File: config.mk
export PLATFORM = sky130hd
export DESIGN_NAME = dram_arbiter
export DESIGN_NICKNAME = d
export VERILOG_FILES = /design/src/rtl/dram_arbiter.sv
export SDC_FILE = /design/constraint.sdc
export NUM_CORES = 1
export LEC_CHECK = 0
export CORE_MARGIN = 2
export CORE_UTILIZATION = 30
export CTS_CLUSTER_DIAMETER = 100
export CTS_CLUSTER_SIZE = 20
export DETAILED_ROUTE_END_ITERATION = 10
export HOLD_SLACK_MARGIN = 0.12
export PLACE_DENSITY_LB_ADDON = 0.05
export REMOVE_ABC_BUFFERS = 1
export SYNTH_ARGS = -nofsm -noshare
export SYNTH_HDL_FRONTEND = slang
export SYNTH_SLANG_ARGS = --single-unit
File: constraint.sdc
create_clock -name CLK -period 3 [get_ports CLK]
set_clock_uncertainty 0.15 [all_clocks]
set_input_delay 0.45 -clock CLK [delete_from_list [all_inputs] [get_ports CLK]]
set_output_delay 0.45 -clock CLK [all_outputs]
set_load 0.01 [all_outputs]
File: src/rtl/dram_arbiter.sv
// Shares the DRAM sequencer between the 68000 bus, a DMA master and refresh.
// One request at a time over REQ/DONE; refresh timing and its postponement budget live here.
module dram_arbiter #(
  parameter int REFRESH_INTERVAL = 780,
  parameter int URGENT_LEVEL     = 2,
  parameter int CNT_WIDTH        = 12
) (
  input  logic        CLK,
  input  logic        RST,
  input  logic        CPU_AS,
  input  logic        CPU_CS,
  input  logic        CPU_RW,
  input  logic        CPU_UDS,
  input  logic        CPU_LDS,
  input  logic [22:0] CPU_ADDR,
  output logic        DTACK_CPU,
  input  logic        DMA_REQ,
  input  logic        DMA_RW,
  input  logic [1:0]  DMA_BE,
  input  logic [22:0] DMA_ADDR,
  output logic        DMA_ACK,
  output logic        MEM_REQ,
  output logic        MEM_REFRESH,
  output logic [22:0] MEM_ADDR,
  output logic        MEM_RW,
  output logic        MEM_UDS,
  output logic        MEM_LDS,
  input  logic        MEM_DONE,
  output logic [1:0]  GRANT,
  output logic        REFRESH_OVERRUN
);

  typedef enum logic [2:0] {IDLE, CPU_ACC, CPU_HOLD, DMA_ACC, REF_ACC} state_t;

  localparam logic [1:0] G_NONE = 2'd0;
  localparam logic [1:0] G_CPU  = 2'd1;
  localparam logic [1:0] G_DMA  = 2'd2;
  localparam logic [1:0] G_REF  = 2'd3;
  localparam logic [CNT_WIDTH-1:0] CNT_LAST = CNT_WIDTH'(REFRESH_INTERVAL - 1);
  localparam logic [1:0] URGENT = 2'(URGENT_LEVEL);

  state_t               state;
  logic                 as_q;
  logic                 cs_q;
  logic                 last_cpu;
  logic [CNT_WIDTH-1:0] counter;
  logic [1:0]           pending;
  logic [1:0]           pick;
  logic                 cpu_req;
  logic                 wrap;
  logic                 ref_done;

  assign cpu_req  = ~as_q & ~cs_q;
  assign wrap     = (counter == CNT_LAST);
  assign ref_done = (state == REF_ACC) && MEM_DONE;

  always_ff @(posedge CLK) begin
    if (!RST) begin
      as_q <= 1'b1;
      cs_q <= 1'b1;
    end else begin
      as_q <= CPU_AS;
      cs_q <= CPU_CS;
    end
  end

  // A wrap and a refresh completion on the same edge cancel out.
  always_ff @(posedge CLK) begin
    if (!RST) begin
      counter         <= '0;
      pending         <= 2'd0;
      REFRESH_OVERRUN <= 1'b0;
    end else begin
      counter <= wrap ? '0 : counter + 1'b1;
      if (wrap && pending == 2'd3)
        REFRESH_OVERRUN <= 1'b1;
      if (wrap && !ref_done && pending != 2'd3)
        pending <= pending + 2'd1;
      else if (!wrap && ref_done)
        pending <= pending - 2'd1;
    end
  end

  always_comb begin
    pick = G_NONE;
    if (pending >= URGENT)
      pick = G_REF;
    else if (cpu_req && DMA_REQ)
      pick = last_cpu ? G_DMA : G_CPU;
    else if (cpu_req)
      pick = G_CPU;
    else if (DMA_REQ)
      pick = G_DMA;
    else if (pending != 2'd0)
      pick = G_REF;
  end

  always_ff @(posedge CLK) begin
    if (!RST) begin
      state       <= IDLE;
      last_cpu    <= 1'b0;
      DTACK_CPU   <= 1'b1;
      DMA_ACK     <= 1'b0;
      MEM_REQ     <= 1'b0;
      MEM_REFRESH <= 1'b0;
      MEM_ADDR    <= '0;
      MEM_RW      <= 1'b1;
      MEM_UDS     <= 1'b1;
      MEM_LDS     <= 1'b1;
      GRANT       <= G_NONE;
    end else begin
      DMA_ACK <= 1'b0;
      case (state)
        IDLE: begin
          case (pick)
            G_CPU: begin
              MEM_REQ  <= 1'b1;
              GRANT    <= G_CPU;
              MEM_ADDR <= CPU_ADDR;
              MEM_RW   <= CPU_RW;
              MEM_UDS  <= CPU_UDS;
              MEM_LDS  <= CPU_LDS;
              state    <= CPU_ACC;
            end
            G_DMA: begin
              MEM_REQ  <= 1'b1;
              GRANT    <= G_DMA;
              MEM_ADDR <= DMA_ADDR;
              MEM_RW   <= DMA_RW;
              MEM_UDS  <= ~DMA_BE[1];
              MEM_LDS  <= ~DMA_BE[0];
              state    <= DMA_ACC;
            end
            G_REF: begin
              // Refresh keeps the last address; byte strobes stay inactive.
              MEM_REQ     <= 1'b1;
              MEM_REFRESH <= 1'b1;
              GRANT       <= G_REF;
              MEM_RW      <= 1'b1;
              MEM_UDS     <= 1'b1;
              MEM_LDS     <= 1'b1;
              state       <= REF_ACC;
            end
            default: ;
          endcase
        end
        CPU_ACC: begin
          if (MEM_DONE) begin
            if (as_q) begin
              MEM_REQ  <= 1'b0;
              GRANT    <= G_NONE;
              last_cpu <= 1'b1;
              state    <= IDLE;
            end else begin
              DTACK_CPU <= 1'b0;
              state     <= CPU_HOLD;
            end
          end
        end
        CPU_HOLD: begin
          if (as_q) begin
            DTACK_CPU <= 1'b1;
            MEM_REQ   <= 1'b0;
            GRANT     <= G_NONE;
            last_cpu  <= 1'b1;
            state     <= IDLE;
          end
        end
        DMA_ACC: begin
          if (MEM_DONE) begin
            MEM_REQ  <= 1'b0;
            DMA_ACK  <= 1'b1;
            GRANT    <= G_NONE;
            last_cpu <= 1'b0;
            state    <= IDLE;
          end
        end
        REF_ACC: begin
          if (MEM_DONE) begin
            MEM_REQ     <= 1'b0;
            MEM_REFRESH <= 1'b0;
            GRANT       <= G_NONE;
            state       <= IDLE;
          end
        end
        default: state <= IDLE;
      endcase
    end
  end

endmodule

; ---- Yosys cells after proc, flatten, opt, wreduce, memory -nomap -nowiden
; Cells that the tools add are included.
[totals]
regBits = 53
out_inout_bits = 33
[classes]
addsub = 3
magnitude_cmp = 1
eq_ne = 19
n_mux = 38
bitwise_logic = 6
n_reduce_logical = 29
[op_table]
columns = op, n
row1 = $pmux W23 S2, 1
row2 = $mux W2, 12
row3 = $reduce_and A4 Y1, 4
row4 = $ne A2 B2 Y1 const B, 7
row5 = $add A12 B1 Y12 const B, 1
row6 = $eq A12 B10 Y1 const B, 1
row7 = $pmux W1 S3, 4
row8 = $pmux W3 S4, 1
row9 = $mux W1, 11
row10 = $reduce_bool A2 Y1, 5
row11 = $mux W3, 3
row12 = $pmux W3 S3, 1
row13 = $pmux W2 S4, 1
row14 = $eq A2 B2 Y1 const B, 3
row15 = $eq A3 B2 Y1 const B, 2
row16 = $logic_and A1 B1 Y1, 6
row17 = $pmux W2 S3, 1
row18 = $reduce_and A2 Y1, 3
row19 = $reduce_and A3 Y1, 2
row20 = $reduce_bool A3 Y1, 2
row21 = $not A1 Y1, 5
row22 = $ne A2 B1 Y1 const B, 2
row23 = $ne A4 B1 Y1 const B, 1
row24 = $pmux W1 S2, 2
row25 = other kinds (13), 15

; ---- Depth between registers and ports, before layout
; Gate-level depths: netlist (run 1).
[logic_depth]
depth_word = 10
depth_mapped = 10
mapped_depth_nobuf = 9

; ---- Worst setup path after synthesis (run 1)
; Ideal clock, no wire load.
[synth_timing]
path_type = input port to flip-flop
start = input port DMA_REQ
end = register GRANT[0]
t_arrival_ps = 2016
setup_slack_ps = 702
path_stages = 8
path_buffers = 0
path_cell_list = nand2_1 a21oi_1 or2_2 ha_1 or3b_2 a21oi_2 or4b_1 a21oi_1
[synth_between]
elab_chain_cells = 7
word_cells_on_any_way = 12
[synth_lines]
columns = item, line
row1 = from (decl), 17  ; input logic DMA_REQ,
row2 = $mux W2, 92  ; else if (DMA_REQ)
row3 = $mux W2, 90  ; else if (cpu_req)
row4 = $mux W2 *, 88  ; else if (cpu_req && DMA_REQ)
row5 = $mux W2 *, 86  ; if (pending >= URGENT)
row6 = $eq A2 B2 Y1 / $eq A2 B1 Y1 (equally long branches), 115  ; case (pick)
row7 = $pmux W2 S3 / $ne A4 B1 Y1 (equally long branches), --
row8 = $pmux W2 S4 / $reduce_and A4 Y1 (equally long branches), --
row9 = to (signal assigned), 110  ; GRANT <= G_NONE;
row10 = to (signal assigned), 118  ; GRANT <= G_CPU;
row11 = to (signal assigned), 127  ; GRANT <= G_DMA;
row12 = to (decl), 29  ; output logic [1:0] GRANT,
; Mark *: on every way between the ends. The rest lies on a longest branch, timed or not.
; A chain may end at the register's enable or synchronous reset.

; ---- Worst setup path in the final report (run 1)
[layout_timing]
start = input port DMA_REQ
end = register GRANT[1]
; The elaborated chain is that of the path after synthesis.

==> flow_summary_export.csv, run 1 <==
group,metric,value,unit
cts,cts_setup_buffers,0,
sta,relSlewSlack,67.2,%
setup_path,end_kind,"register",
yosys,syn-cell-area,2500,µm²
pwr,swShare,29.6,%
cts,clk_pin_slew,90,ps
final_layout,final_core_util,44.1,%
setup_path,reg2reg_depth,8,
pwr,comb_power_share,30.1,%
die,core_area,8130,µm²
min_path,hold_path.startpoint,"REFRESH_OVERRUN$_SDFFE_PN0P_",
die,fp.dieH,95.4,µm
drt,dr.pass1.iters,4,
drt,wl_per_cell,12.8,µm
placed_design,gp_congestion,0.699,
global_route,grt_max_degree,48,
placed_design,place_area,3500,µm²
sta,worst_slack,445,ps
run,cap_violations,0,
pwr,p_seq_share,47.4,%
final_layout,drive_above_1_share,6.32,%
final_layout,syn_to_final_growth,43.2,%
pwr,ir_drop,207,µV
placed_design,numPortBuffers,90,
pwr,total_leakage_power,1.36,nW
global_route,antenna_found_initial,0,
sta,fmax,391,MHz
die,dieArea,9100,µm²
drt,antenna_left,0,
pwr,power_density,494,nW/µm²
die,rows,33,
drt,wirelength,6.01,mm
yosys,synth_seq_area_share,42.4,%
die,start_util,30.8,%
cts,clock_latency,300,ps
setup_path,arrival,2640,ps
sta,finalSetupTns,0,ps
global_route,groute.usage.overall,14.1,%
cts,ctsHoldBuffers,0,
drt,avgViaCountPerCell,4.68,
setup_path,r2r_start,"as_q$_SDFF_PN1_",
cts,cts-root-buf,"clkbuf_8",
setup_path,cp-endpoint,"GRANT[1]$_SDFFE_PN0P_",
global_route,grt_overflow_total,0,
setup_path,worstPathRequired,3080,ps
yosys,synth_seq_cells,53,
pwr,power_frac_clock,22.5,%
sta,report.final.slew_viol_count,0,
sta,post-route-period-util,85.2,%
placed_design,dp.cells,461,
yosys,yosysWarnings,0,
setup_path,path_class,"primary input to register",
sta,tightestPinTransition,491,ps
placed_design,dp_slack,144,ps
yosys,syn-instance-count,278,
yosys,synthFlopType,"dfxtp_1",
setup_path,critPathMaxFanout,4,
yosys,synth.distinct_cells,42,
outcome,status,"complete, no violations",
cts,cts_tree,"yes",
drt,drc,0,
cts,cts.sinks,53,
min_path,hold_path.class,"register to register",
setup_path,critPathLaunchType,"primary input",
global_route,grt_pass1_vias,2049,
setup_path,startpoint,"DMA_REQ",
pwr,p_switching,0.525,mW
sta,setup_violations,0,
sta,rsz0062_at_grt,"false",
pwr,internal_power,1.25,mW
yosys,synthArstFlopShare,0,%
final_layout,final_nets,426,
sta,hold_violations,0,
yosys,synth_edf_count,0,
final_layout,multiInputGateArea,1320,µm²
cts,cts_resized,0,
setup_path,r2r_slack,630,ps
yosys,syn-mean-instance-area,9.01,µm²
die,fp.dieW,95.4,µm
cts,clock_path_buffers,2,
cts,numCtsBuffers,5,
setup_path,rr_endpoint,"GRANT[1]$_SDFFE_PN0P_",
sta,timing.final.crit_period,2550,ps
final_layout,ff_latch_area,1060,µm²
final_layout,fillers,792,
drt,vias,2195,
cts,htreeDepth,2,
final_layout,final_area,3590,µm²
global_route,grt_pass1_wl,9.92,mm
final_layout,n_antenna_cell,0,
placed_design,dp_hpwl,4.37,mm
die,io_pins,91,
final_layout,fin_cells,469,
drt,drt_iter0_drc,48,
synth_stat cells, types with 2 or more instances:
library cell	number	share of area (%)
dfxtp_1	53	42
nor2_1	49	7.3
a211oi_1	24	7.2
mux2i_1	24	9.6
a21oi_1	15	3.0
nand2_1	12	1.8
buf_2	9	1.8
o21ai_0	8	1.6
inv_1	6	0.90
nand2b_1	6	1.5
o211ai_1	6	1.8
ha_1	5	2.5
nand3_1	5	1.0
nor3_1	5	1.0
xor2_1	5	1.7
clkbuf_1	4	0.60
nor2b_1	4	1.0
xnor2_1	4	1.4
buf_4	3	0.90
nand4_1	3	0.75
or3_1	3	0.75
a2111oi_0	2	0.70
and3_1	2	0.50
and4bb_2	2	1.0
buf_6	2	0.90
worst max-delay path, cell delays in order:
cell and delay, ps:
clkdlybuf4s50_1 440, nand2_1 100, a21oi_1 60, or2_2 310
ha_1 350, or3b_2 470, a21oi_2 210, o211ai_1 110
a21oi_1 140
cells in the final DEF (no fill, tap or decap), types with 4 or more instances in the layout:
| cell type | count |
|---|---|
| a211oi_1 | 24 |
| a21oi_1 | 15 |
| buf_4 | 4 |
| clkbuf_8 | 5 |
| clkdlybuf4s50_1 | 90 |
| dfxtp_1 | 53 |
| ha_1 | 4 |
| inv_1 | 6 |
| mux2i_1 | 24 |
| nand2_1 | 12 |
| nand2b_1 | 6 |
| nand3_1 | 5 |
| nor2_1 | 49 |
| nor2b_1 | 4 |
| nor3_1 | 5 |
| o211ai_1 | 6 |
| o21ai_0 | 8 |
| xnor2_1 | 4 |
| xor2_1 | 5 |
per-stage QoR:
step | power, mW | hold slack [ps]
5_1_grt | 1.90 | 347
3_3_place_gp | 1.39 | 298
4_1_cts | 1.81 | 327
2_1_floorplan | 1.11 | 276
3_5_place_dp | 1.40 | 303
6_report | 1.77 | 324
sequential cells by signal (all words and copies together), names as in the netlist:
| name | count |
|---|---|
| DMA_ACK | 1 |
| DTACK_CPU | 1 |
| GRANT | 2 |
| MEM_ADDR | 23 |
| MEM_LDS | 1 |
| MEM_REFRESH | 1 |
| MEM_REQ | 1 |
| MEM_RW | 1 |
| MEM_UDS | 1 |
| REFRESH_OVERRUN | 1 |
| as_q | 1 |
| counter | 12 |
| cs_q | 1 |
| last_cpu | 1 |
| pending | 2 |
| state | 3 |
cells by family after synthesis:
| group | synth area share [%] |
|---|---|
| multiplexers | 10.0 |
| AND/OR/NAND/NOR | 19.7 |
| adder cells (fa/ha/maj) | 2.50 |
| XOR/XNOR | 3.15 |
| AO/OA/AOI/OAI | 17.1 |
| buffers and inverters | 5.09 |
| flip-flops | 42.4 |
worst min-delay path by stage:
| stage | endpoint | cells after the start |
|---|---|---|
| 6_report | REFRESH_OVERRUN$_SDFFE_PN0P_ | 1 |
| 5_1_grt | REFRESH_OVERRUN$_SDFFE_PN0P_ | 1 |
| 4_1_cts | counter[0]$_SDFF_PP0_ | 1 |
| 3_5_place_dp | counter[0]$_SDFF_PP0_ | 1 |
| 3_3_place_gp | counter[0]$_SDFF_PP0_ | 1 |
| 2_1_floorplan | counter[0]$_SDFF_PP0_ | 1 |
final cells by class:
class,instances,share of cell area (%)
Timing Repair Buffer,96,27.1
Clock buffer,6,2.02
Sequential cell,53,29.6
Tap cell,105,3.66
Multi-Input combinational cell,201,36.8
Clock inverter,2,0.279
Inverter,6,0.628
power groups by stage:
stage | Clock (mW) | Combinational [mW] | Sequential [mW]
6_report | 0.399 | 0.534 | 0.839
5_1_grt | 0.457 | 0.597 | 0.851
4_1_cts | 0.427 | 0.544 | 0.840
3_5_place_dp | 0 | 0.541 | 0.855
3_3_place_gp | 0 | 0.540 | 0.855
2_1_floorplan | 0 | 0.226 | 0.880
routing by layer:
| metal | vias up | wire length (µm) | GRT usage, % |
|---|---|---|---|
| met5 | - | 0 | 0 |
| met3 | 5 | 633 | 6.88 |
| met1 | 962 | 2820 | 18.1 |
| li1 | 1160 | - | - |
| met4 | 0 | 74 | 3.93 |
| met2 | 68 | 2490 | 21.2 |
Power figures use the tool's default switching activity.
==> inputs of run 2 (changes only) <==
PLACE_DENSITY = 0.63   (was default)
PLACE_DENSITY_LB_ADDON = default   (was 0.05)
==> run 2 against run 1 <==
- count of clock-buffer cells in the layout is 1 higher
- via count increased by 3.1%
- clock power increased by 26%
- first-iteration DRC count is 50% lower
- sequential share of layout area down 0.24 points
- worst hold slack gained 14 ps
- utilization is 0.35 points higher
- worst setup slack got worse by 6.2 ps
- non-clock buffer count grew 1
==> flow_summary_export.csv, run 2 (synthesis gave the netlist of run 1 again) <==
group,metric,value,unit
global_route,antenna_found_initial,0,
die,io_pins,91,
cts,clk_pin_slew,90,ps
cts,clock_latency,300,ps
die,dieArea,9100,µm²
pwr,power_frac_clock,26.9,%
placed_design,gp_congestion,0.747,
setup_path,crit_family,"simple AND/OR/NAND/NOR gates",
die,core_area,8130,µm²
drt,wirelength,5.89,mm
die,fp.dieH,95.4,µm
drt,wl_per_cell,12.5,µm
die,rows,33,
setup_path,crit_buf_inv,1,
sta,tightestPinTransition,483,ps
cts,ctsHoldBuffers,0,
placed_design,dp_slack,139,ps
pwr,p_seq_share,45.0,%
setup_path,r2r_slack,610,ps
cts,cts_setup_buffers,0,
sta,rsz0062_at_grt,"false",
sta,hold_violations,0,
global_route,grt_pass1_wl,9.81,mm
pwr,total_leakage_power,1.37,nW
cts,htreeDepth,2,
setup_path,worstPathRequired,3080,ps
pwr,internal_power,1.36,mW
setup_path,crit_chain,"clkdlybuf4s50_1 -> nand2_1 -> a21oi_1 -> or2_2 -> ha_1 -> or3b_2 -> a21oi_2 -> o211ai_1 -> a21oi_1",
sta,setup_violations,0,
sta,post-route-period-util,85.4,%
global_route,grt_overflow_total,0,
setup_path,crit_slowest_cell,"or3b_2",
sta,fmax,390,MHz
final_layout,final_common_cell,"clkdlybuf4s50_1",
cts,cts_tree,"yes",
final_layout,final_nets,427,
sta,relSlewSlack,67.8,%
drt,drc,0,
pwr,p_switching,0.516,mW
setup_path,end_kind,"register",
final_layout,drive_above_1_share,6.58,%
global_route,grt_pass1_vias,2139,
pwr,power_density,518,nW/µm²
sta,report.final.slew_viol_count,0,
final_layout,n_antenna_cell,0,
final_layout,final_cell_mix,"clkdlybuf4s50_1 (90), dfxtp_1 (53), nor2_1 (49)",
final_layout,top_regs,"MEM_ADDR x23, counter x12, state x3",
setup_path,path_class,"primary input to register",
setup_path,path_common_cell,"a21oi_1",
min_path,hold_path.class,"register to register",
cts,cts_resized,0,
sta,worst_slack,439,ps
cts,cts-root-buf,"clkbuf_8",
drt,vias,2262,
global_route,groute.usage.overall,13.6,%
setup_path,arrival,2640,ps
setup_path,max_stage_delay,470,ps
cts,clock_path_buffers,2,
placed_design,numPortBuffers,90,
final_layout,regMostFlops,"MEM_ADDR",
drt,drt_iter0_drc,24,
final_layout,largest_reg_flops,23,
pwr,comb_power_share,28.2,%
setup_path,critPathMaxFanout,4,
final_layout,fillers,793,
placed_design,dp_hpwl,4.40,mm
global_route,grt_max_degree,48,
die,start_util,30.8,%
drt,avgViaCountPerCell,4.81,
die,fp.dieW,95.4,µm
setup_path,critPathLaunchType,"primary input",
cts,cts.sinks,53,
sta,finalSetupTns,0,ps
sta,timing.final.crit_period,2560,ps
pwr,swShare,27.6,%
cts,numCtsBuffers,5,
drt,antenna_left,0,
drt,dr.pass1.iters,4,
outcome,status,"complete, no violations",
pwr,ir_drop,241,µV
run,cap_violations,0,
final_layout,syn_to_final_growth,44.4,%
## run 2: path summary, 6_finish.rpt
kind / startpoint / end / cells past startpoint
worst max register to register: as_q$_SDFF_PN1_ / GRANT[0]$_SDFFE_PN0P_ / 7
worst max-delay path: DMA_REQ / GRANT[0]$_SDFFE_PN0P_ / 9
worst min register to register: MEM_RW$_SDFFE_PN1P_ / MEM_RW$_SDFFE_PN1P_ / 2
worst min-delay path: MEM_RW$_SDFFE_PN1P_ / MEM_RW$_SDFFE_PN1P_ / 2
## run 2: stage by stage
| step | hold WS [ps] | utilization (%) | instance area [µm²] | instances | power, mW |
|---|---|---|---|---|---|
| floorplan | 276 | - | 2400 | 260 | 1.11 |
| global placement | 293 | 43.0 | 3500 | 462 | 1.38 |
| detailed placement | 322 | 43.0 | 3500 | 462 | 1.39 |
| CTS | 345 | 44.5 | 3620 | 470 | 1.91 |
| global route | 371 | 44.5 | 3620 | 470 | 1.98 |
| finish | 339 | 44.5 | 3620 | 470 | 1.87 |
## run 2: worst reg2reg max path: stages (launching register included)
cell and delay [ps]:
dfxtp_1 460, o22ai_1 120, a21oi_1 310, ha_1 330, or3b_2 220, a21oi_2 70
or4b_1 520, a21oi_1 130
## run 2: layout make-up
class	count	area (µm²)	area share (%)
clock buffers	7	86.3	2.39
clock inverters	1	30.0	0.830
inverters	6	22.5	0.623
multi-input cells	201	1320	36.5
flip-flops and latches	53	1060	29.3
well taps	105	131	3.63
repair buffers	97	966	26.7
## run 2: per-layer routing
layer  track usage [%]  vias to the layer above  share of wire, %
met2              22.3                       66                46
li1                  -                     1159                 -
met3              4.58                        5               7.9
met5                 0                        -                 0
met1              16.7                     1032                45
met4              4.76                        0               1.0
## run 2: power groups by stage
stage / Clock [mW] / Sequential [mW] / Combinational [mW]
floorplan: 0 / 0.880 / 0.226
global placement: 0 / 0.855 / 0.529
global route: 0.548 / 0.854 / 0.582
finish: 0.503 / 0.842 / 0.527
CTS: 0.527 / 0.841 / 0.538
detailed placement: 0 / 0.856 / 0.535
